==> src/rtl/uart_tx_fsm_if.sv <==
// Byte handshake between upstream logic and the UART transmitter.
// The upstream side presents valid/data; the transmitter answers with ready.
interface uart_tx_fsm_if #(
    parameter int DATA_BITS = 8
);
    logic                 valid;
    logic [DATA_BITS-1:0] data;
    logic                 ready;

    modport master (output valid, output data, input ready);
    modport slave  (input valid, input data, output ready);
endinterface

==> src/rtl/uart_tx_fsm.sv <==
// UART transmitter: start bit, LSB-first data, optional parity, 1 or 2 stop bits.
// All outputs are registered from next-state values so they change only on clock edges.
module uart_tx_fsm #(
    parameter int CLKS_PER_BIT = 1,
    parameter int DATA_BITS    = 8,
    parameter int PARITY_EN    = 0,
    parameter int PARITY_ODD   = 0,
    parameter int STOP_BITS    = 1
) (
    input  logic          i_clk_rx,
    input  logic          i_reset,
    uart_tx_fsm_if.slave  host,
    output logic          o_txd,
    output logic          o_busy,
    output logic          o_done
);
    localparam int BW = $clog2(CLKS_PER_BIT) + 1;
    localparam int IW = $clog2(DATA_BITS) + 1;
    localparam logic [BW-1:0] BAUD_LAST = BW'(CLKS_PER_BIT - 1);
    localparam logic [IW-1:0] BIT_LAST  = IW'(DATA_BITS - 1);
    localparam logic          STOP_LAST = 1'(STOP_BITS - 1);
    localparam logic          ODD       = (PARITY_ODD != 0);

    typedef enum logic [2:0] {
        S_IDLE   = 3'd0,
        S_START  = 3'd1,
        S_DATA   = 3'd2,
        S_PARITY = 3'd3,
        S_STOP   = 3'd4
    } state_t;

    state_t               state_reg,  state_next;
    logic [BW-1:0]        baud_reg,   baud_next;
    logic [IW-1:0]        bit_reg,    bit_next;
    logic                 stop_reg,   stop_next;
    logic [DATA_BITS-1:0] shift_reg,  shift_next;
    logic                 parity_reg, parity_next;
    logic                 txd_reg,    txd_next;
    logic                 ready_reg,  ready_next;
    logic                 done_reg,   done_next;
    logic                 bit_end;

    always_ff @(posedge i_clk_rx or negedge i_reset) begin
        if (!i_reset) begin
            state_reg  <= S_IDLE;
            baud_reg   <= '0;
            bit_reg    <= '0;
            stop_reg   <= 1'b0;
            shift_reg  <= '0;
            parity_reg <= 1'b0;
            txd_reg    <= 1'b1;
            ready_reg  <= 1'b1;
            done_reg   <= 1'b0;
        end else begin
            state_reg  <= state_next;
            baud_reg   <= baud_next;
            bit_reg    <= bit_next;
            stop_reg   <= stop_next;
            shift_reg  <= shift_next;
            parity_reg <= parity_next;
            txd_reg    <= txd_next;
            ready_reg  <= ready_next;
            done_reg   <= done_next;
        end
    end

    assign bit_end = (baud_reg == BAUD_LAST);

    always_comb begin
        state_next  = state_reg;
        baud_next   = baud_reg;
        bit_next    = bit_reg;
        stop_next   = stop_reg;
        shift_next  = shift_reg;
        parity_next = parity_reg;

        case (state_reg)
            S_IDLE: begin
                baud_next = '0;
                bit_next  = '0;
                stop_next = 1'b0;
                if (host.valid) begin
                    shift_next  = host.data;
                    parity_next = (^host.data) ^ ODD;
                    state_next  = S_START;
                end
            end
            S_START: begin
                if (bit_end) begin
                    baud_next  = '0;
                    state_next = S_DATA;
                end else begin
                    baud_next = baud_reg + 1'b1;
                end
            end
            S_DATA: begin
                if (bit_end) begin
                    baud_next  = '0;
                    shift_next = shift_reg >> 1;
                    if (bit_reg == BIT_LAST) begin
                        bit_next   = '0;
                        state_next = (PARITY_EN != 0) ? S_PARITY : S_STOP;
                    end else begin
                        bit_next = bit_reg + 1'b1;
                    end
                end else begin
                    baud_next = baud_reg + 1'b1;
                end
            end
            S_PARITY: begin
                if (bit_end) begin
                    baud_next  = '0;
                    state_next = S_STOP;
                end else begin
                    baud_next = baud_reg + 1'b1;
                end
            end
            S_STOP: begin
                if (bit_end) begin
                    baud_next = '0;
                    if (stop_reg == STOP_LAST) begin
                        stop_next  = 1'b0;
                        state_next = S_IDLE;
                    end else begin
                        stop_next = 1'b1;
                    end
                end else begin
                    baud_next = baud_reg + 1'b1;
                end
            end
            default: begin
                state_next = S_IDLE;
                baud_next  = '0;
                bit_next   = '0;
                stop_next  = 1'b0;
            end
        endcase
    end

    // Line level and flags follow the state being entered, giving one-cycle start latency.
    always_comb begin
        txd_next   = 1'b1;
        ready_next = (state_next == S_IDLE);
        done_next  = (state_next == S_STOP) && (baud_next == BAUD_LAST)
                     && (stop_next == STOP_LAST);
        case (state_next)
            S_START:  txd_next = 1'b0;
            S_DATA:   txd_next = shift_next[0];
            S_PARITY: txd_next = parity_next;
            default:  txd_next = 1'b1;
        endcase
    end

    assign host.ready = ready_reg;
    assign o_busy     = ~ready_reg;
    assign o_txd      = txd_reg;
    assign o_done     = done_reg;
endmodule

==> src/flat_wrapper.sv <==
// flat-port wrapper written by rule: the top's interface ports become plain ports
module uart_tx_fsm_flat 
#(
    parameter int CLKS_PER_BIT = 1,
    parameter int DATA_BITS    = 8,
    parameter int PARITY_EN    = 0,
    parameter int PARITY_ODD   = 0,
    parameter int STOP_BITS    = 1
)
  (i_clk_rx, i_reset, o_txd, o_busy, o_done, host_valid, host_data, host_ready);
  uart_tx_fsm_if #(.DATA_BITS(DATA_BITS)) host_i ();
  input  logic i_clk_rx;
  input  logic i_reset;
  output logic o_txd;
  output logic o_busy;
  output logic o_done;
  input wire logic [$bits(host_i.valid)-1:0] host_valid;
  input wire logic [$bits(host_i.data)-1:0] host_data;
  output wire logic [$bits(host_i.ready)-1:0] host_ready;
  assign host_i.valid = host_valid;
  assign host_i.data = host_data;
  assign host_ready = host_i.ready;
  uart_tx_fsm #(.CLKS_PER_BIT(CLKS_PER_BIT), .DATA_BITS(DATA_BITS), .PARITY_EN(PARITY_EN), .PARITY_ODD(PARITY_ODD), .STOP_BITS(STOP_BITS)) u_core (.i_clk_rx(i_clk_rx), .i_reset(i_reset), .host(host_i), .o_txd(o_txd), .o_busy(o_busy), .o_done(o_done));
endmodule
==> config.mk <==
export PLATFORM = sky130hd
export DESIGN_NAME = uart_tx_fsm_flat
export DESIGN_NICKNAME = d
export VERILOG_FILES = /design/src/rtl/uart_tx_fsm_if.sv /design/src/rtl/uart_tx_fsm.sv /design/src/flat_wrapper.sv
export SDC_FILE = /design/constraint.sdc
export NUM_CORES = 1
export LEC_CHECK = 0
export CORE_MARGIN = 1.5
export CORE_UTILIZATION = 45
export DETAILED_ROUTE_END_ITERATION = 16
export PLACE_DENSITY = 0.75
export SYNTH_ARGS = -nofsm -noshare
export SYNTH_HDL_FRONTEND = slang
export SYNTH_SLANG_ARGS = --single-unit
==> constraint.sdc <==
create_clock -name i_clk_rx -period 1.4 [get_ports i_clk_rx]
set_input_delay 0.14 -clock i_clk_rx [delete_from_list [all_inputs] [get_ports i_clk_rx]]
set_output_delay 0.14 -clock i_clk_rx [all_outputs]
set_load 0.03 [all_outputs]
# After elaboration in Yosys (flattened, before gate mapping)
# Index checks and enable logic that the tools add are counted.
# classes
multipliers	0
magnitude_cmp	0
div	0
n_mux	22
reduce_logical	11
n_bitwise	4
add_sub_neg	2
eq_ne	11
n_shift	0
# ops
op	n
2-to-1 mux 3 bit	7
2-to-1 mux 8 bit	2
one-hot mux 8 bit (2 select lines)	1
one-hot mux 3 bit (5 select lines)	1
== test 3 x 2 -> 1 bit (second input constant)	4
2-to-1 mux 4 bit	2
one-hot mux 4 bit (2 select lines)	1
XOR reduction 8 bit	1
== test 3 x 1 -> 1 bit (second input constant)	2
== test 3 bit (second input constant)	2
zero test 3 bit	2
2-to-1 mux 1 bit	6
OR reduction 3 bit	2
adder 4 x 1 -> 4 bit (second input constant)	1
== test 4 x 3 -> 1 bit (second input constant)	1
!= test 2 bit (second input constant)	2
inverter 1 bit	4
OR reduction 4 bit	1
one-hot mux 1 bit (3 select lines)	1
AND reduction 3 bit	1
logical AND 1 bit	2
one-hot mux 1 bit (2 select lines)	1
AND reduction 2 bit	1
nonzero test 2 bit	1
adder 1 bit (second input constant)	1
# totals
mem_bits_rw	0
inputBits	11
wordCells	60
mem_count	0
latch_bits	0
ff_bits	21
rom_bits	0
out_inout_bits	4

# Longest topological paths before layout
# Gate-level depths: netlist (run 1).
# logic_depth
ltp_word	7
depth_mapped	5
ltp_nobuf	5

# Least setup slack after synthesis (run 1)
# Ideal clock, no wire load.
# synth_timing
path_type	flip-flop to flip-flop
from	reg u_core.bit_reg[0]
to	reg u_core.bit_reg[0]
path_buffers	0
arrival_ns	1.190
path_slack_ns	0.128
setup_ns	0.083
path_stages_with_launch	6
path_cell_list	dfrtp_1 -> ha_1 -> nand2_1 -> nor2_1 -> o32a_1 -> o21ai_0
# synth_between
elab_chain_len	4
elab_cells_between_ends	5
cone_classes	add/sub: 1; eq/ne: 1; mux: 3
# synth_lines
item	line	rtl
from (decl)	uart_tx_fsm.sv:34	logic [IW-1:0] bit_reg, bit_next;
from (signal assigned)	uart_tx_fsm.sv:57	bit_reg <= bit_next;
adder 4 x 1 -> 4 bit / == test 4 x 3 -> 1 bit (equally long branches)	uart_tx_fsm.sv:104, uart_tx_fsm.sv:100	
2-to-1 mux 4 bit *	uart_tx_fsm.sv:100	if (bit_reg == BIT_LAST) begin
2-to-1 mux 4 bit *	uart_tx_fsm.sv:97	if (bit_end) begin
one-hot mux 4 bit (2 select lines) *	uart_tx_fsm.sv:77	case (state_reg)
# Every way passes the cells marked *; elsewhere a longest branch is shown, timed or not. The select of a mux whose other input is x is not followed.
# A chain may end at the register's enable or synchronous reset.

# Worst setup path after layout (run 1)
# layout_timing
from	reg u_core.txd_reg, in the netlist u_core.o_txd
to	out o_txd
# layout_rtl
item	line	rtl
from (decl)	uart_tx_fsm.sv:38	logic txd_reg, txd_next;
from (signal assigned)	uart_tx_fsm.sv:61	txd_reg <= txd_next;
to (decl)	flat_wrapper.sv:14	output logic o_txd;
# No word-level cell between the ends.

==> metrics.cfg, run 1 <==
[outcome]
status = finished clean

[clock_network]
cts_made_buffers = 3
cts-root-buf = clkbuf_4
clock-sinks = 19
cts_tree = built
cts_max_level = 1
cts_buffer_depth = 2
clkLatencyLatePin_ns = 0.31
cts.reportedPaths.clkPinSlew_ns = 0.12

[setup_path]
cpPeakStageDelay_ns = 0.52
endpoint_kind = output port
critPathBufInv = 1
crit_fanout = 1
cp_cell_sequence = dlygate4sd2_1
criticalPathCategory = flop to output port
slowest_stage = dfstp_2
required_ns = 1.26
cp-start-kind = flop
critical_path.top_delay_family = flip-flops
crit_arrival_ns = 1.21

[cells_and_area]
n_antenna_cell = 0
largest_reg_flops = 8
drive_gt1_frac = 0.250
nets = 133
syn_to_final_growth_pct = 23.7

[floorplanning]
core_um2 = 1980
die_x_um = 49.3
rows = 16
ios = 15
start_util = 0.487
die-area_um2 = 2430
die_h_um = 49.3

[global_route]
grtUsageTotal = 0.182
antenna_found_initial = 0
grt_overflow = 0
grt_pass1_wl_um = 3310
grt_pass1_vias = 744
grt_max_degree = 20

[pwr]
total_power_mw = 2.29
switching_share = 0.406
leakagePower_nw = 0.554
power.density_nw_per_um2 = 1920
p_int_mw = 1.36
clkPwrFrac = 0.128
power.share.combinational = 0.466
vdd_drop_max_mv = 1.46
power_switching_uw = 930
seq_power_share = 0.406

[sta]
finalCritPeriodShare = 0.967
finalSetupTns_ns = 0
max_freq_mhz = 739
final.min_clock_period_ns = 1.35
setup_violations = 0
hold_violations = 0
worst_pin_slew_ns = 0.353
slew_headroom = 0.765
rsz0062_at_grt = false
final.setup_skew_ns = 0.00831
drv_slew = 0
worst_slack_ns = 0.0463

[placed_design]
hpwlAfterDp_um = 1390
place_ws_ns = 0.0733
place.gp.congestion = 0.912
portBuffers = 14

[route]
wl_um = 1860
m1WireLength_um = 832
vias = 763
ant_nets = 0
routed_via_density = 5.19
drt_iter0_markers = 14
met2_length_um = 893
wire_per_inst_um = 12.6
wl_met3_um = 101
drc_errors = 0
first_pass_iters = 4
dr.max_layer_used = met4

[min_path]
holdCritPathClass = input pin to async pin

[logic_synthesis]
synth_edf_count = 0
synth_largest_area_cell = dfrtp_1
yosysSeqAreaShare = 0.495
synthMostInstantiatedCell = nand2_1
synth_nets = 107
synth_top_area_frac = 0.440
synth.avg_cell_area_um2 = 10.2
yosys_warnings = 0
synth_common_cells = 19 x nand2_1, 17 x dfrtp_1, 6 x a22oi_1
ys.flop_type = dfrtp_1
synthCells = 95
synth-seq-cells = 19
async_flop_share = 1.00
syn_area_um2 = 966
synth.distinct_cells = 29
synth.area.top_cells = dfrtp_1 44%, nand2_1 7.4%, dfstp_2 5.4%, a22oi_1 4.7%, buf_6 4.7%

[run]
maxCapViolCount = 0

-- per-stage QoR --
step                hold slack [ns]  instances  cell area, µm²   util
finish                        0.143        147            1190  0.603
global route                  0.171        147            1190  0.603
CTS                           0.143        146            1200  0.604
detailed placement            0.454        142            1170  0.590
global placement              0.450        142            1170  0.590
floorplan                    -0.156         95             966      -
-- layout make-up --
class                           instances  area (µm²)
Fill cell                             175         787
Timing Repair Buffer                   25         210
Sequential cell                        19         478
Tap cell                               27        33.8
Inverter                                3        11.3
Clock inverter                          1        7.51
Clock buffer                            3        22.5
Multi-Input combinational cell         69         432
-- power by group through the flow --
stage / Clock [mW] / Combinational, mW / Sequential (mW)
after detailed placement: 0 / 1.09 / 0.945
final: 0.294 / 1.07 / 0.931
after global routing: 0.319 / 1.21 / 0.957
after CTS: 0.305 / 1.07 / 0.932
after floorplan: 0 / 0.728 / 0.984
after global placement: 0 / 1.05 / 0.933
-- cell families (layout without fill, tap and decap cells) --
logic type	after synthesis	in the layout	synth area share
flops	19	19	0.495
buf+inv	7	32	0.0583
fa+ha+maj	1	1	0.0130
mux	1	1	0.0155
compound gates	26	26	0.183
simple gates	41	41	0.236
-- per-layer routing --
layer | up-vias | track usage
li1 | 379 | -
met1 | 357 | 0.224
met2 | 21 | 0.297
met3 | 6 | 0.0613
met4 | 0 | 0.0571
met5 | - | 0
-- repair_timing --
action / in CTS / in global routing
endpoints found under the setup margin: 4 / 3
buffers inserted: 0 / 1
hold buffers: 0 / 0
gates resized for setup: 6 / 3
-- worst paths after layout --
kind,startpoint,to,slack [ns],depth (start not counted)
min,i_reset,u_core.state_reg[0],0.14,2
min in group i_clk_rx,host_data[4],u_core.shift_reg[4],0.44,3
max in group asynchronous,i_reset,u_core.o_txd,0.99,2
min reg2reg,u_core.stop_reg,u_core.o_done,0.47,1
max,u_core.o_txd,o_txd,0.05,1
max reg2reg,u_core.state_reg[0],u_core.bit_reg[2],0.09,5
-- cells in the final DEF, fill, tap and decap left out, drive strengths merged --
master         Yosys  routed
o21a               2       2
nor2               8       8
a21oi              4       4
o21ai              9       9
mux2               1       1
nand2             20      20
and2               1       1
dfstp              2       2
nor4b              1       1
nand2b             2       2
dlygate4sd2        0       2
a22oi              6       6
ha                 1       1
nor3b              1       1
nor3               1       1
nor4               1       1
o32a               1       1
a31oi              2       2
clkdlybuf4s50      0      10
inv                3       3
and2b              1       1
clkinvlp           0       1
a22o               2       2
dfrtp             17      17
buf                4      11
nor2b              4       4
clkbuf             0       5
nand3              1       1
No activity file was read; power rests on OpenSTA's default activity.
==> inputs of run 2 (changes only) <==
--- a/config.mk
+++ b/config.mk
@@ -5,10 +5,13 @@
 export SDC_FILE = /design/constraint.sdc
 export NUM_CORES = 1
 export LEC_CHECK = 0
+export CELL_PAD_IN_SITES_DETAIL_PLACEMENT = 0
+export CELL_PAD_IN_SITES_GLOBAL_PLACEMENT = 2
 export CORE_MARGIN = 1.5
-export CORE_UTILIZATION = 45
+export CORE_UTILIZATION = 32
 export DETAILED_ROUTE_END_ITERATION = 16
-export PLACE_DENSITY = 0.75
+export GPL_ROUTABILITY_DRIVEN = 0
+export PLACE_DENSITY = 0.81
 export SYNTH_ARGS = -nofsm -noshare
 export SYNTH_HDL_FRONTEND = slang
 export SYNTH_SLANG_ARGS = --single-unit
==> run 2 against run 1 <==
Sequential share of layout area fell by 0.062 points; clock skew decreased by 0.0051 ns; global-route usage is 6.4 points lower; critical path type unchanged.
==> metrics.cfg, run 2 (synthesis gave the netlist of run 1 again) <==
[cells_and_area]
n_antenna_cell = 0
final_common_cell = nand2_1
drive_gt1_frac = 0.227
nets = 132
fill_cells = 273
final_cell_mix = 19 x nand2_1, 16 x dfrtp_1, 10 x clkdlybuf4s50_1, 10 x buf_4, 6 x a22oi_1
layout.cells.non_filler = 150
largest_reg_flops = 8
syn_to_final_growth_pct = 24.2

[floorplanning]
rows = 19
core_um2 = 2810
ios = 15
die-area_um2 = 3360
start_util = 0.344
die_x_um = 57.9
die_h_um = 57.9

[setup_path]
critPathBufInv = 2
cpPeakStageDelay_ns = 0.54
r2r-start = u_core.bit_reg[1]
required_ns = 1.26
critical_path.top_delay_family = flip-flops
startpoint = u_core.host.ready
cp_cell_sequence = inv_1 > clkdlybuf4s15_1
cp-start-kind = flop
crit_fanout = 2
slowest_stage = dfstp_2
crit_arrival_ns = 1.19
criticalPathCategory = flop to output port
endpoint_kind = output port

[clock_network]
clock-sinks = 19
holdBufCountCts = 0
cts.reportedPaths.clkPinSlew_ns = 0.10
cts_setup_buffers = 0
cts-root-buf = clkbuf_4
cts_buffer_depth = 2
cts_made_buffers = 3
cts_max_level = 1
cts_tree = built
clkLatencyLatePin_ns = 0.29

[sta]
max_freq_mhz = 749
rsz0062_at_grt = false
hold_violations = 0
final.setup_skew_ns = 0.00318
hold_ws_ns = 0.170
finalSetupTns_ns = 0
final.min_clock_period_ns = 1.33
finalCritPeriodShare = 0.953
worst_slack_ns = 0.0651
worst_pin_slew_ns = 0.362
drv_slew = 0
setup_violations = 0
slew_headroom = 0.758

[route]
vias = 720
drc_errors = 0
first_pass_iters = 4
wire_per_inst_um = 11.6
drt_iter0_markers = 21
ant_nets = 0
wl_um = 1740
routed_via_density = 4.80

[pwr]
power.density_nw_per_um2 = 1870
vdd_drop_max_mv = 1.06
leakagePower_nw = 0.549

[global_route]
grtUsageTotal = 0.117
grt_pass1_wl_um = 3070
grt_overflow = 0
grt_max_degree = 20
antenna_found_initial = 0
grt_pass1_vias = 698

[outcome]
status = finished clean

[min_path]
holdCritPathClass = input pin to async pin

[placed_design]
place_ws_ns = 0.0959
hpwlAfterDp_um = 1320
portBuffers = 14
dp_cells = 146

[run]
maxCapViolCount = 0

## run 2: layout make-up
class / count / area [µm²] / area share
tap: 31 / 38.8 / 0.0323
clock buffer: 4 / 26.3 / 0.0219
timing repair buffer: 24 / 213 / 0.177
multi-input combinational: 69 / 432 / 0.360
inverter: 3 / 11.3 / 0.00938
sequential: 19 / 479 / 0.399
## run 2: metal layers
layer	vias to the layer above	wire, µm	GRT usage
met1	328	908	0.165
met5	-	0	0
met2	10	759	0.182
met4	0	7	0.00997
li1	380	-	-
met3	2	65	0.0402
## run 2: worst paths after layout
check | to | slack, ns | cells after the start
max in group asynchronous | u_core.o_txd | 0.96 | 2
hold / removal | u_core.bit_reg[0] | 0.17 | 2
hold reg to reg | u_core.o_done | 0.46 | 1
setup reg to reg | u_core.bit_reg[0] | 0.10 | 5
min in group i_clk_rx | u_core.shift_reg[3] | 0.46 | 3
setup / recovery | o_busy | 0.07 | 2
## run 2: through the flow
step | power (mW) | cell area (µm²) | utilization
6_report | 2.24 | 1200 | 0.428
5_1_grt | 2.44 | 1200 | 0.428
4_1_cts | 2.26 | 1200 | 0.426
3_5_place_dp | 2.02 | 1170 | 0.419
3_3_place_gp | 2.01 | 1170 | 0.419
2_1_floorplan | 1.71 | 966 | -
## run 2: where the power goes
part,internal (mW),total (mW),switching [mW]
Sequential,0.769,0.928,0.159
Combinational,0.486,1.05,0.564
Clock,0.111,0.267,0.156
Total,1.37,2.24,0.879
## run 2: repair_timing
| item | CTS | global route |
|---|---|---|
| gates resized for setup | 4 | 3 |
| pin swaps | 0 | 0 |
| setup endpoints to repair | 4 | 3 |
## run 2: worst reg2reg max path: stages (launching register included)
cell	delay [ns]
dfrtp_1	0.42
ha_1	0.21
nand2_1	0.09
nor2_1	0.06
o32a_1	0.32
o21ai_0	0.14
